<file path="src/rtl/obstacle_animator.sv">
// obstacle_animator: draws, waits, erases and moves one sprite lane; OBSTACLE_HIT_EN adds player overlap detection
module obstacle_animator #(
  parameter int SPRITE_W = 8,
  parameter int SPRITE_H = 8,
  parameter int X_MAX = 160,
  parameter int START_X = 0,
  parameter int START_Y = 45,
  parameter bit START_DIR = 1'b1,
  parameter int STEP = 1,
  parameter int TICKS_PER_FRAME = 833333,
  parameter int FRAMES_PER_STEP = 8,
  parameter bit WRAP_MODE = 1'b0,
  parameter logic [2:0] BG_COLOUR = 3'b000
) (
  input  logic       CLOCK,
  input  logic       resetn,
  input  logic       go,
  input  logic       pause,
  input  logic [2:0] colour_in,
  input  logic [7:0] px,
  input  logic [6:0] py,
  output logic [7:0] x,
  output logic [6:0] y,
  output logic [2:0] colour,
  output logic       writeEn,
  output logic [7:0] obj_x,
  output logic       step_done,
  output logic       hit,
  output logic [2:0] current_state
);
  localparam int XR = X_MAX - SPRITE_W;
  localparam int TW = TICKS_PER_FRAME > 1 ? $clog2(TICKS_PER_FRAME) : 1;
  localparam int FW = FRAMES_PER_STEP > 1 ? $clog2(FRAMES_PER_STEP) : 1;
  typedef enum logic [2:0] {
    S_RESET = 3'd0,
    S_RESET_WAIT = 3'd1,
    S_PLOT = 3'd2,
    S_RESET_COUNTER = 3'd3,
    S_COUNT = 3'd4,
    S_ERASE = 3'd5,
    S_UPDATE = 3'd6
  } state_t;
  state_t state, next;
  logic dir, nd;
  logic [3:0] cx, cy;
  logic [TW-1:0] tick;
  logic [FW-1:0] frame;
  logic [2:0] col;
  logic [7:0] nx;
  logic [8:0] ox9;
  logic scan, last_col, last_px, frame_done, right_over, left_under;
  assign scan = state == S_PLOT || state == S_ERASE;
  assign last_col = cx == 4'(SPRITE_W - 1);
  assign last_px = last_col && cy == 4'(SPRITE_H - 1);
  assign frame_done = tick == '0 && frame == FW'(FRAMES_PER_STEP - 1);
  assign ox9 = {1'b0, obj_x};
  assign right_over = ox9 + 9'(STEP) > 9'(XR);
  assign left_under = ox9 < 9'(STEP);
  assign x = obj_x + {4'b0, cx};
  assign y = 7'(START_Y) + {3'b0, cy};
  assign colour = state == S_ERASE ? BG_COLOUR : col;
  assign writeEn = scan;
  assign step_done = state == S_UPDATE;
  assign current_state = state;
  // next position and direction, evaluated against the 9-bit origin so obj_x+STEP cannot overflow
  always_comb begin
    nx = dir ? (right_over ? (WRAP_MODE ? 8'd0 : 8'(XR)) : obj_x + 8'(STEP))
             : (left_under ? (WRAP_MODE ? 8'(XR) : 8'd0) : obj_x - 8'(STEP));
    nd = WRAP_MODE ? dir : (dir ? !right_over : left_under);
  end
  // state register
  always_ff @(posedge CLOCK)
    state <= resetn ? next : S_RESET;
  // next-state logic; unused codes fall back to RESET
  always_comb begin
    next = state;
    case (state)
      S_RESET:         next = go ? S_RESET_WAIT : S_RESET;
      S_RESET_WAIT:    next = go ? S_RESET_WAIT : S_PLOT;
      S_PLOT:          next = last_px ? S_RESET_COUNTER : S_PLOT;
      S_RESET_COUNTER: next = S_COUNT;
      S_COUNT:         next = (!pause && frame_done) ? S_ERASE : S_COUNT;
      S_ERASE:         next = last_px ? S_UPDATE : S_ERASE;
      S_UPDATE:        next = S_PLOT;
      default:         next = S_RESET;
    endcase
  end
  // pixel scan, frame wait counters, colour latch and sprite motion
  always_ff @(posedge CLOCK) begin
    if (!resetn) begin
      obj_x <= 8'(START_X);
      dir <= START_DIR;
      cx <= '0;
      cy <= '0;
      tick <= '0;
      frame <= '0;
      col <= BG_COLOUR;
    end else begin
      if (scan) begin
        cx <= last_col ? 4'd0 : cx + 4'd1;
        cy <= last_px ? 4'd0 : (last_col ? cy + 4'd1 : cy);
      end
      if (state == S_RESET_WAIT && !go)
        col <= colour_in;
      if (state == S_UPDATE) begin
        col <= colour_in;
        obj_x <= nx;
        dir <= nd;
      end
      if (state == S_RESET_COUNTER) begin
        tick <= TW'(TICKS_PER_FRAME - 1);
        frame <= '0;
      end else if (state == S_COUNT && !pause) begin
        tick <= tick == '0 ? TW'(TICKS_PER_FRAME - 1) : tick - 1'b1;
        if (tick == '0)
          frame <= frame + 1'b1;
      end
    end
  end
`ifdef OBSTACLE_HIT_EN
  // player overlap against the committed origin, one cycle behind px/py
  always_ff @(posedge CLOCK) begin
    if (!resetn)
      hit <= 1'b0;
    else if (state != S_RESET)
      hit <= {1'b0, px} >= ox9 && {1'b0, px} < ox9 + 9'(SPRITE_W) &&
             py >= 7'(START_Y) && {1'b0, py} < 8'(START_Y + SPRITE_H);
  end
`else
  logic unused_player;
  assign unused_player = ^{px, py};
  assign hit = 1'b0;
`endif
endmodule

</file>
<file path="config.mk">
export PLATFORM = sky130hd
export DESIGN_NAME = obstacle_animator
export DESIGN_NICKNAME = d
export VERILOG_FILES = /design/src/rtl/obstacle_animator.sv
export SDC_FILE = /design/constraint.sdc
export NUM_CORES = 1
export LEC_CHECK = 0
export BUFFER_PORTS_ARGS = -buffer_cell sky130_fd_sc_hd__buf_2
export CAP_MARGIN = 5
export CELL_PAD_IN_SITES_DETAIL_PLACEMENT = 2
export CELL_PAD_IN_SITES_GLOBAL_PLACEMENT = 2
export CORE_AREA = 5 5 98 100
export DETAILED_ROUTE_END_ITERATION = 10
export DIE_AREA = 0 0 103 105
export MAX_ROUTING_LAYER = met4
export PLACE_DENSITY_LB_ADDON = 0.3
export SLEW_MARGIN = 20
export SYNTH_ARGS = -nofsm -noshare
export SYNTH_HDL_FRONTEND = slang
export SYNTH_SLANG_ARGS = --single-unit
</file>
<file path="constraint.sdc">
create_clock -name CLOCK -period 4.19 [get_ports CLOCK]
set_input_delay 0.6285 -clock CLOCK [delete_from_list [all_inputs] [get_ports CLOCK]]
set_output_delay 0.6285 -clock CLOCK [all_outputs]
set_load 0.03 [all_outputs]
</file>
# Word level (Yosys, flattened, before mapping)
# Index checks and enable logic that the tools add are counted.
# totals
inputBits	22
regBits	46
wordCells	66
# op_classes
bitwise	1
n_mux	19
reduce_logical	17
n_eq_ne	9
magnitude_cmp	2
addsub	9
# op_table
operator	n
20-bit two-way mux	3
8-bit two-way mux	3
3-bit one-hot mux with 7 select lines	1
20-bit logical NOT	1
20-bit by 1-bit subtractor with 20-bit output (second input constant)	1
3-bit == test (second input constant)	4
4-bit two-way mux	3
8-bit by 1-bit adder with 9-bit output (second input constant)	1
9-bit by 8-bit greater-than comparator with 1-bit output (second input constant)	1
3-bit two-way mux	3
4-bit by 1-bit adder with 4-bit output (second input constant)	2
8-bit by 1-bit adder with 8-bit output (second input constant)	1
8-bit by 4-bit adder with 8-bit output	1
4-bit by 3-bit == test with 1-bit output (second input constant)	2
8-bit by 1-bit < comparator with 1-bit output (second input constant)	1
8-bit by 1-bit subtractor with 8-bit output (second input constant)	1
6-bit by 4-bit adder with 7-bit output (first input constant)	1
3-bit by 2-bit == test with 1-bit output (second input constant)	2
2-bit nonzero test	3
1-bit logical AND	5
1-bit two-way mux	4
2-bit two-way mux	2
2-bit AND reduction	2
3-bit by 1-bit adder with 3-bit output (second input constant)	1
other kinds (6)	8

# Longest topological paths before layout
# Gate-level depths: netlist of run 1.
# logic_depth
word_depth	5
depth_mapped	8
depth_no_buf	8

# Worst setup path before layout of run 1
# No wires, ideal clock.
# synth_path
kind	reg-to-output
startpoint	reg obj_x[0]
endpoint	out x[6]
arrival_ns	2.234
n_path_buf	0
required_time_ns	3.562
path_slack_ns	1.328
stages_incl_launch_ff	9
cell_sequence	dfxtp_1 -> ha_1 -> inv_1 -> fa_1 -> nor2b_1 -> o21ai_0 -> nand2b_1 -> nand3_1 -> xnor2_1
# synth_via
elab_chain_cells	1
# synth_lines
element	line	text
start: declaration	26	output logic [7:0] obj_x,
start signal: assignment	91	obj_x <= 8'(START_X);
start signal: assignment	107	obj_x <= nx;
8-bit by 4-bit adder with 8-bit output	59	assign x = obj_x + {4'b0, cx};
end: declaration	22	output logic [7:0] x,
# No other way between the ends.

# Final worst setup path of run 1
# Same ends and word-level chain as after synthesis.

==> results.yml, run 1 <==
setup_path:
  end_kind: "output port"
  r2r-start: "obj_x[0]$_SDFFE_PN0P_"
  worstPathRequired_ns: 3.56
  cp_max_fo: 11
  rr_endpoint: "obj_x[3]$_SDFFE_PN0P_"
  reg2reg_depth: 7
  rrSetupSlack_ns: 1.73
  cp.arrival_ns: 2.33
  startpoint_type: "flop"
  worstSetupPathType: "flop to output port"
  crit_path_end: "x[6]"
  worstSetupStartpoint: "obj_x[0]$_SDFFE_PN0P_"
layout:
  design_area_um2: 3210
  nNetsFinal: 416
  fin_util_pct: 37.3
  area_growth_pct: 9.53
  drive_above_1_share_pct: 14.7
  antenna_cells: 0
  n_fill_cell: 1034
route:
  viasPerCell: 5.30
  postRouteAntennaNets: 0
  wire_per_inst_um: 16.0
  firstDrtPassIters: 4
  via_count: 2599
  remaining_drc_errors: 0
  wl_um: 7860
  drt_iter0_drc: 37
sta:
  finClkSkew_ns: 0.00874
  slew_viol_final: 0
  hold_viol: 0
  worst_slew_margin_rel_pct: 49.6
  tns_ns: 0
  rsz0062_at_grt: "no"
  tightest_slew_ns: 0.751
  fin_hold_ws_ns: 0.510
  fin_crit_sh_pct: 70.7
  finalCriticalPeriod_ns: 2.96
  setup_violations: 0
  max_freq_mhz: 338
grt:
  grt_start_max_net_pins: 29
  grt_pass1_wl_um: 13500
  grt-ovfl-total: 0
  grt_antenna_before_repair: 0
  grt_pass1_vias: 2790
  grt_usage_pct: 15.6
power:
  powerDensity_nw_per_um2: 272
  max-vdd-ir-drop_mv: 0.114
  p_leak_nw: 1.28
cts:
  insertion_delay_ns: 0.30
  cts-root-buf: "clkbuf_8"
  path_clk_slew_ns: 0.09
  htreeDepth: 2
  clock-sinks: 46
  cts_buffers: 5
  holdBufCountCts: 0
  cts_tree: "done"
  postCtsSetupRepairBufs: 0
  clock_path_buffers: 2
  cts.repair.resized: 0
synth:
  postSynthAreaPerCell_um2: 8.17
  synth-main-ff-cell: "dfxtp_1"
  synth-async-reset-ratio_pct: 0
  yosysSeqAreaShare_pct: 31.5
  synth_edf_count: 0
  syn-cell-area_um2: 2930
  ys_ff_latch: 46
  synthCells: 358
  synth_warnings: 0
  synth_cell_types: 57
die:
  start_util_pct: 34.1
  die-height_um: 105
  die_width_um: 103
  io_pins: 54
  die_area_um2: 10800
  coreArea_um2: 8590
  rows: 34
placed_design:
  port_buffers: 35
  placed_area_um2: 3120
  hpwlAfterDp_um: 5950
  place_congestion: 0.730
min_path:
  min_from: "frame[2]$_SDFFE_PP0P_"
  hold_class: "flop to flop"
run:
  drv_cap: 0
status:
  status: "finished clean"
## cell families (layout without fill, tap and decap cells)
logic type      after synthesis  in the layout  share of synthesized area (%)
buf+inv                      36             59                           6.33
mux                           7              7                           2.44
flops                        46             46                           31.5
compound gates               77             77                           17.9
xor+xnor                     32             32                           9.58
fa+ha+maj                    13             13                           5.81
other cells                   2              3                          0.257
simple gates                145            145                           26.3
## cells in the mapped netlist, types with 3 or more instances
library cell | count | area [um^2]
nor3b_1 | 4 | 30.0
ha_1 | 12 | 150
nor4_1 | 6 | 37.5
o211ai_1 | 3 | 22.5
mux2i_1 | 6 | 60.1
or3_1 | 10 | 62.6
nand2_1 | 29 | 109
clkbuf_1 | 13 | 48.8
a21boi_0 | 8 | 60.1
o221ai_1 | 3 | 26.3
and2_1 | 3 | 18.8
o21a_1 | 4 | 30.0
inv_1 | 15 | 56.3
nand4_1 | 5 | 31.3
clkbuf_8 | 3 | 41.3
a21boi_2 | 4 | 45.0
nand3_1 | 7 | 35.0
o21ai_0 | 16 | 80.1
xnor2_1 | 21 | 184
a21oi_1 | 21 | 105
nor3_1 | 17 | 85.1
dfxtp_1 | 46 | 921
xor2_1 | 11 | 96.3
nor2_1 | 33 | 124
buf_4 | 3 | 22.5
nand2b_1 | 4 | 25.0
nand3b_1 | 5 | 37.5
nor2b_1 | 9 | 56.3
## per-stage QoR
| step | total power, mW | instances | setup slack, ns |
|---|---|---|---|
| 6_report | 0.870 | 490 | 1.23 |
| 5_1_grt | 0.917 | 490 | 1.05 |
| 4_1_cts | 0.889 | 490 | 1.19 |
| 3_5_place_dp | 0.609 | 482 | 1.52 |
| 3_3_place_gp | 0.604 | 482 | 1.57 |
| 2_1_floorplan | 0.577 | 359 | 1.33 |
## state kept, by name, summed over array words and instances, names as in the netlist
signal         cells
frame              3
tick              20
current_state      3
obj_x              8
col                3
dir                1
cx                 4
cy                 4
## critical path, cell delays in order, from the launching register on
cell and delay, ns:
dfxtp_1 0.56, ha_1 0.24, inv_1 0.05, fa_1 0.41, nor2b_1 0.12, o21ai_0 0.09, nand2b_1 0.12, nand3_1 0.10
xnor2_1 0.15, buf_2 0.21
## area by class of cell
cell class                      count  area [um^2]  share of cell area, %
Multi-Input combinational cell    277         1820                   56.9
Tap cell                          108          135                   4.22
Clock buffer                        6         72.6                   2.26
Clock inverter                      2         13.8                  0.429
Sequential cell                    46          921                   28.7
Timing Repair Buffer               36          183                   5.70
Inverter                           15         56.3                   1.76
## metal layers
layer  wire length, um  global-route usage (%)  share of wire [%]
met1              3600                    18.1                 46
met2              3970                    28.0                 50
met3               209                    2.47                2.7
met4                82                    3.15                1.0
met5                 0                       -                  0
## placed cells by master (no fill, tap or decap), types with 12 or more instances in the layout
master / instances
nand2_1: 29
nor3_1: 17
a21oi_1: 21
xnor2_1: 21
buf_2: 35
o21ai_0: 16
ha_1: 12
dfxtp_1: 46
nor2_1: 33
inv_1: 15
## where the power goes
| group | switching, mW | total (mW) | internal, mW |
|---|---|---|---|
| sequential | 0.0185 | 0.467 | 0.448 |
| combinational | 0.0787 | 0.130 | 0.0510 |
| clock | 0.156 | 0.274 | 0.118 |
## how the worst min path moves through the flow
stage / end / slack (ns) / depth (start not counted)
2_1_floorplan: frame[1]$_SDFFE_PP0P_ / 0.46 / 2
3_3_place_gp: frame[1]$_SDFFE_PP0P_ / 0.48 / 2
3_5_place_dp: frame[2]$_SDFFE_PP0P_ / 0.50 / 2
4_1_cts: tick[1]$_SDFFE_PP0P_ / 0.51 / 2
5_1_grt: frame[2]$_SDFFE_PP0P_ / 0.54 / 2
6_report: frame[2]$_SDFFE_PP0P_ / 0.51 / 2
Note: power is estimated with default switching activity, not from simulation.
==> inputs of run 2 (changes only) <==
--- a/config.mk
+++ b/config.mk
@@ -5,13 +5,14 @@
 export SDC_FILE = /design/constraint.sdc
 export NUM_CORES = 1
 export LEC_CHECK = 0
+export ABC_AREA = 1
 export BUFFER_PORTS_ARGS = -buffer_cell sky130_fd_sc_hd__buf_2
 export CAP_MARGIN = 5
 export CELL_PAD_IN_SITES_DETAIL_PLACEMENT = 2
 export CELL_PAD_IN_SITES_GLOBAL_PLACEMENT = 2
-export CORE_AREA = 5 5 98 100
+export CORE_AREA = 5 5 104 106
 export DETAILED_ROUTE_END_ITERATION = 10
-export DIE_AREA = 0 0 103 105
+export DIE_AREA = 0 0 109 111
 export MAX_ROUTING_LAYER = met4
 export PLACE_DENSITY_LB_ADDON = 0.3
 export SLEW_MARGIN = 20
==> constraint.sdc (replaced) <==
create_clock -name CLOCK -period 2.89 [get_ports CLOCK]
set_input_delay 0.4335 -clock CLOCK [delete_from_list [all_inputs] [get_ports CLOCK]]
set_output_delay 0.4335 -clock CLOCK [all_outputs]
set_load 0.03 [all_outputs]
==> run 2 against run 1 <==
Design area up 4.8%. Worst setup slack got worse by 0.96 ns. Sequential share of layout area decreased by 1.3 points. Area after synthesis rose by 0.98%. Cell count increased by 20%. Via count rose by 7.3%. Non-clock buffer count is 1 higher. Critical path depth is 3 lower. Critical path type unchanged. Critical endpoint unchanged. Largest cell class unchanged. Largest power group unchanged. Highest routed layer unchanged.
==> results.yml, run 2 <==
sta:
  timing.final.ws_setup_ns: 0.272
  fin_hold_ws_ns: 0.381
  finalCriticalPeriod_ns: 2.62
  rsz0062_at_grt: "no"
  hold_viol: 0
  tns_ns: 0
  setup_violations: 0
  finClkSkew_ns: 0.00284
  fin_crit_sh_pct: 90.6
  slew_viol_final: 0
  max_freq_mhz: 382
synth:
  synth_warnings: 0
  synthTopCellsByCount: "nand2_1 (78), nor2_1 (57), dfxtp_1 (46)"
  synthCells: 418
  ys_ff_latch: 46
  synth_area_leaders: "dfxtp_1 (31%), nand2_1 (9.9%), nor2_1 (7.2%)"
  postSynthAreaPerCell_um2: 7.07
  syn-cell-area_um2: 2960
  synth-main-ff-cell: "dfxtp_1"
  synth_cell_types: 39
  yosysSeqAreaShare_pct: 31.2
  synth.top_cell.area_share_pct: 31.2
  synthMostInstantiatedCell: "nand2_1"
  synth_edf_count: 0
  yosysTopAreaCell: "dfxtp_1"
  synth-async-reset-ratio_pct: 0
grt:
  grt_pass1_vias: 3053
  grt_start_max_net_pins: 19
  grt_pass1_wl_um: 14800
  grt_antenna_before_repair: 0
  grt-ovfl-total: 0
  grt_usage_pct: 15.4
layout:
  nNetsFinal: 488
  n_fill_cell: 1224
  design_area_um2: 3360
  largest_reg_flops: 20
  antenna_cells: 0
  multi_input_area_um2: 1770
  regMostFlops: "tick"
  area_growth_pct: 13.6
  layoutNonFillerInstCount: 587
  top_regs: "tick x20, obj_x x8"
  drive_above_1_share_pct: 18.7
  final_common_cell: "nand2_1"
  fin_util_pct: 34.7
  regArea_um2: 921
  final_cell_mix: "nand2_1 (78), nor2_1 (57), dfxtp_1 (46)"
setup_path:
  r2r-start: "obj_x[1]$_SDFFE_PN0P_"
  rr_endpoint: "dir$_SDFFE_PN1P_"
  crit_chain: "inv_1 > fa_1 > o21ai_1 > nand3_1 > xor2_1 > buf_2"
  startpoint_type: "flop"
  rrSetupSlack_ns: 0.89
  cp_max_fo: 8
  crit_path_top_delay_cell: "dfxtp_1"
  worstSetupPathType: "flop to output port"
  cp.arrival_ns: 2.18
  end_kind: "output port"
  worst-path-buf-inv: 2
  reg2reg_depth: 9
  cpPeakStageDelay_ns: 0.48
  worstSetupStartpoint: "obj_x[1]$_SDFFE_PN0P_"
  crit_family: "flip-flops"
  worstPathRequired_ns: 2.46
die:
  rows: 36
  die_area_um2: 12100
  die_width_um: 109
  io_pins: 54
  die-height_um: 111
  coreArea_um2: 9680
  start_util_pct: 30.5
route:
  remaining_drc_errors: 0
  postRouteAntennaNets: 0
  via_count: 2790
  firstDrtPassIters: 4
  wire_per_inst_um: 14.2
  drt_iter0_drc: 58
  wl_um: 8350
  viasPerCell: 4.75
cts:
  clock_path_buffers: 2
  postCtsSetupRepairBufs: 0
  holdBufCountCts: 0
  cts.repair.resized: 0
  clock-sinks: 46
  path_clk_slew_ns: 0.09
  cts_buffers: 5
  cts_tree: "done"
  cts-root-buf: "clkbuf_8"
  insertion_delay_ns: 0.30
  htreeDepth: 2
status:
  status: "finished clean"
power:
  power_mw: 1.33
  switchingPower_mw: 0.371
  pwr-share-comb_pct: 13.5
  p_clk_share_pct: 36.3
  max-vdd-ir-drop_mv: 0.167
  powerDensity_nw_per_um2: 396
  p_int_mw: 0.960
  p_seq_share_pct: 50.2
  power.share.switching_pct: 27.8
  p_leak_nw: 1.62
placed_design:
  placed_area_um2: 3250
  port_buffers: 35
  dp.cells: 579
  post-place-ws_ns: 0.432
  hpwlAfterDp_um: 6660
  place_congestion: 0.763
min_path:
  hold_class: "input port to flop"
  worstHoldEndpoint: "col[0]$_SDFFE_PN0P_"
  min_from: "colour_in[0]"
  holdPathStages: 3
run:
  drv_cap: 0
run 2: changes by cell type after synthesis, sizes merged, moves of 12 or more:
cell,change
a21boi,-12
clkbuf,-15
inv,+38
nand2,+53
nand3,+22
nor2,+37
or3,-12
xnor2,-15
run 2: worst max path at each step:
stage           end  cells past startpoint  slack, ns
3_3_place_gp   x[6]                      6       0.49
2_1_floorplan  x[6]                      6       0.31
5_1_grt        x[7]                      8       0.07
6_report       x[6]                      6       0.27
4_1_cts        x[6]                      6       0.08
3_5_place_dp   x[6]                      6       0.43
run 2: power groups by stage:
stage	registers, mW	clock network (mW)	logic, mW
2_1_floorplan	0.682	0	0.137
3_3_place_gp	0.682	0	0.176
3_5_place_dp	0.682	0	0.183
4_1_cts	0.668	0.509	0.184
5_1_grt	0.672	0.537	0.201
6_report	0.668	0.483	0.180
run 2: final cells by class:
class                   count  area share (%)
inverters                  54            6.11
well taps                 133            4.96
clock inverters             3            1.19
repair buffers             37            5.66
multi-input cells         309            52.6
clock buffers               5            2.05
flip-flops and latches     46            27.4
run 2: routing by layer:
metal	wire length, um	up-vias	share of wire [%]	GRT usage [%]
li1	-	1411	-	-
met1	3820	1352	46	18.6
met2	4300	22	51	26.9
met3	155	5	1.9	2.15
met4	85	0	1.0	3.28
met5	0	-	0	-
run 2: worst register-to-register path, delay by kind of cell, from the launching register on:
family                   cells  cell delay [ns]
AO/OA/AOI/OAI                2             0.22
flip-flops                   1             0.48
adder cells (fa/ha/maj)      1             0.25
buffers and inverters        1             0.17
AND/OR/NAND/NOR              5             0.77
run 2: cell families after synthesis:
| family | after synthesis | share of synthesized area, % |
|---|---|---|
| compound gates | 58 | 10.8 |
| xor+xnor | 26 | 7.71 |
| fa+ha+maj | 13 | 5.76 |
| buf+inv | 64 | 9.19 |
| flops | 46 | 31.2 |
| other cells | 2 | 0.254 |
| simple gates | 209 | 35.2 |
==> inputs of run 3 (changes only) <==
--- a/config.mk
+++ b/config.mk
@@ -10,9 +10,10 @@
 export CAP_MARGIN = 5
 export CELL_PAD_IN_SITES_DETAIL_PLACEMENT = 2
 export CELL_PAD_IN_SITES_GLOBAL_PLACEMENT = 2
-export CORE_AREA = 5 5 104 106
+export CORE_AREA = 2 2 101 103
+export CTS_BUF_LIST = sky130_fd_sc_hd__clkbuf_16
 export DETAILED_ROUTE_END_ITERATION = 10
-export DIE_AREA = 0 0 109 111
+export DIE_AREA = 0 0 103 105
 export MAX_ROUTING_LAYER = met4
 export PLACE_DENSITY_LB_ADDON = 0.3
 export SLEW_MARGIN = 20
==> run 3 against run 2 <==
Clock power grew 22%. Flip-flop and latch count is the same. Largest power group unchanged. Combinational power is essentially flat.
==> results.yml, run 3 (synthesized netlist as in run 2, its figures left out) <==
cts:
  htreeDepth: 2
  clock-sinks: 46
  cts-root-buf: "clkbuf_16"
  cts_buffers: 5
  path_clk_slew_ns: 0.07
  postCtsSetupRepairBufs: 0
  cts.repair.resized: 0
  holdBufCountCts: 0
  insertion_delay_ns: 0.29
  clock_path_buffers: 2
  cts_tree: "done"
sta:
  max_freq_mhz: 374
  fin_hold_ws_ns: 0.412
  setup_violations: 0
  slew_viol_final: 0
  timing.final.ws_setup_ns: 0.215
  tns_ns: 0
  hold_viol: 0
  finClkSkew_ns: 0.00831
  finalCriticalPeriod_ns: 2.67
  fin_crit_sh_pct: 92.6
  rsz0062_at_grt: "no"
grt:
  grt_pass1_wl_um: 14500
  grt_pass1_vias: 3008
  grt_usage_pct: 17.0
  grt_start_max_net_pins: 20
  grt-ovfl-total: 0
  grt_antenna_before_repair: 0
setup_path:
  crit_chain: "inv_1 > fa_1 > o21ai_0 > nand3_1 > xor2_1 > buf_2"
  worst-path-buf-inv: 2
  worstPathRequired_ns: 2.46
  r2r-start: "obj_x[1]$_SDFFE_PN0P_"
  crit_path_top_delay_cell: "dfxtp_1"
  end_kind: "output port"
  cp.arrival_ns: 2.24
  startpoint_type: "flop"
  reg2reg_depth: 9
  crit_family: "flip-flops"
  worstSetupPathType: "flop to output port"
  cp.depth: 6
  rr_endpoint: "dir$_SDFFE_PN1P_"
  cpPeakStageDelay_ns: 0.48
  rrSetupSlack_ns: 0.83
  cp_max_fo: 8
layout:
  antenna_cells: 0
  nNetsFinal: 489
  regMostFlops: "tick"
  largest_reg_flops: 20
  top_regs: "tick x20, obj_x x8"
  area_growth_pct: 15.3
  design_area_um2: 3410
  drive_above_1_share_pct: 18.9
  final_common_cell: "nand2_1"
  final_cell_mix: "nand2_1 (78), nor2_1 (57), dfxtp_1 (46)"
power:
  p_leak_nw: 1.64
  max-vdd-ir-drop_mv: 0.263
  powerDensity_nw_per_um2: 422
placed_design:
  port_buffers: 35
  post-place-ws_ns: 0.494
  hpwlAfterDp_um: 6570
  place_congestion: 0.786
  placed_area_um2: 3260
min_path:
  min_from: "colour_in[2]"
  holdPathStages: 3
  worstHoldEndpoint: "col[2]$_SDFFE_PN0P_"
  hold_class: "input port to flop"
route:
  wl_met3_um: 153
  drt_iter0_drc: 105
  wire_per_inst_um: 14.4
  firstDrtPassIters: 4
  remaining_drc_errors: 0
  postRouteAntennaNets: 0
  viasPerCell: 4.81
  wirelength_met1_um: 3880
  via_count: 2829
  wl_met2_um: 4380
  wl_um: 8480
  highest-signal-layer: "met4"
status:
  status: "finished clean"
die:
  die_area_um2: 10800
  start_util_pct: 30.7
  io_pins: 54
  die_width_um: 103
  coreArea_um2: 9640
  rows: 36
  die-height_um: 105
run:
  drv_cap: 0
[run 3: stage by stage]
stage / power, mW / util (%) / std cells
after floorplan: 0.819 / - / 419
after global placement: 0.859 / 33.8 / 580
after detailed placement: 0.866 / 33.8 / 580
after CTS: 1.46 / 35.3 / 588
after global routing: 1.52 / 35.3 / 588
final: 1.44 / 35.3 / 588
[run 3: area by class of cell]
cell class | instances | area, um^2
multi-input cells | 309 | 1770
flip-flops and latches | 46 | 921
repair buffers | 38 | 198
clock buffers | 5 | 125
clock inverters | 3 | 25.0
well taps | 133 | 166
fillers | 1199 | 6230
inverters | 54 | 205
[run 3: tightest hold or removal path, cell delays in order]
cell and delay (ns):
buf_2 0.07, o21ai_0 0.08, nor2_1 0.08
[run 3: how the worst max path moves through the flow]
stage	from	to	slack [ns]
5_1_grt	obj_x[1]$_SDFFE_PN0P_	x[6]	0.05
2_1_floorplan	obj_x[0]$_SDFFE_PN0P_	x[6]	0.31
4_1_cts	obj_x[1]$_SDFFE_PN0P_	x[6]	0.17
6_report	obj_x[1]$_SDFFE_PN0P_	x[6]	0.22
3_5_place_dp	obj_x[1]$_SDFFE_PN0P_	x[6]	0.49
3_3_place_gp	obj_x[1]$_SDFFE_PN0P_	x[6]	0.49
[run 3: report_power, final]
group / switching [mW] / leakage (nW) / internal, mW
combinational: 0.124 / 1.20 / 0.0573
sequential: 0.0192 / 0.372 / 0.649
clock: 0.261 / 0.0704 / 0.325
[run 3: metal layers]
metal / track usage, % / vias to the layer above
met5: - / -
met4: 2.82 / 0
met3: 2.21 / 5
met2: 29.8 / 23
met1: 21.0 / 1391
li1: - / 1410
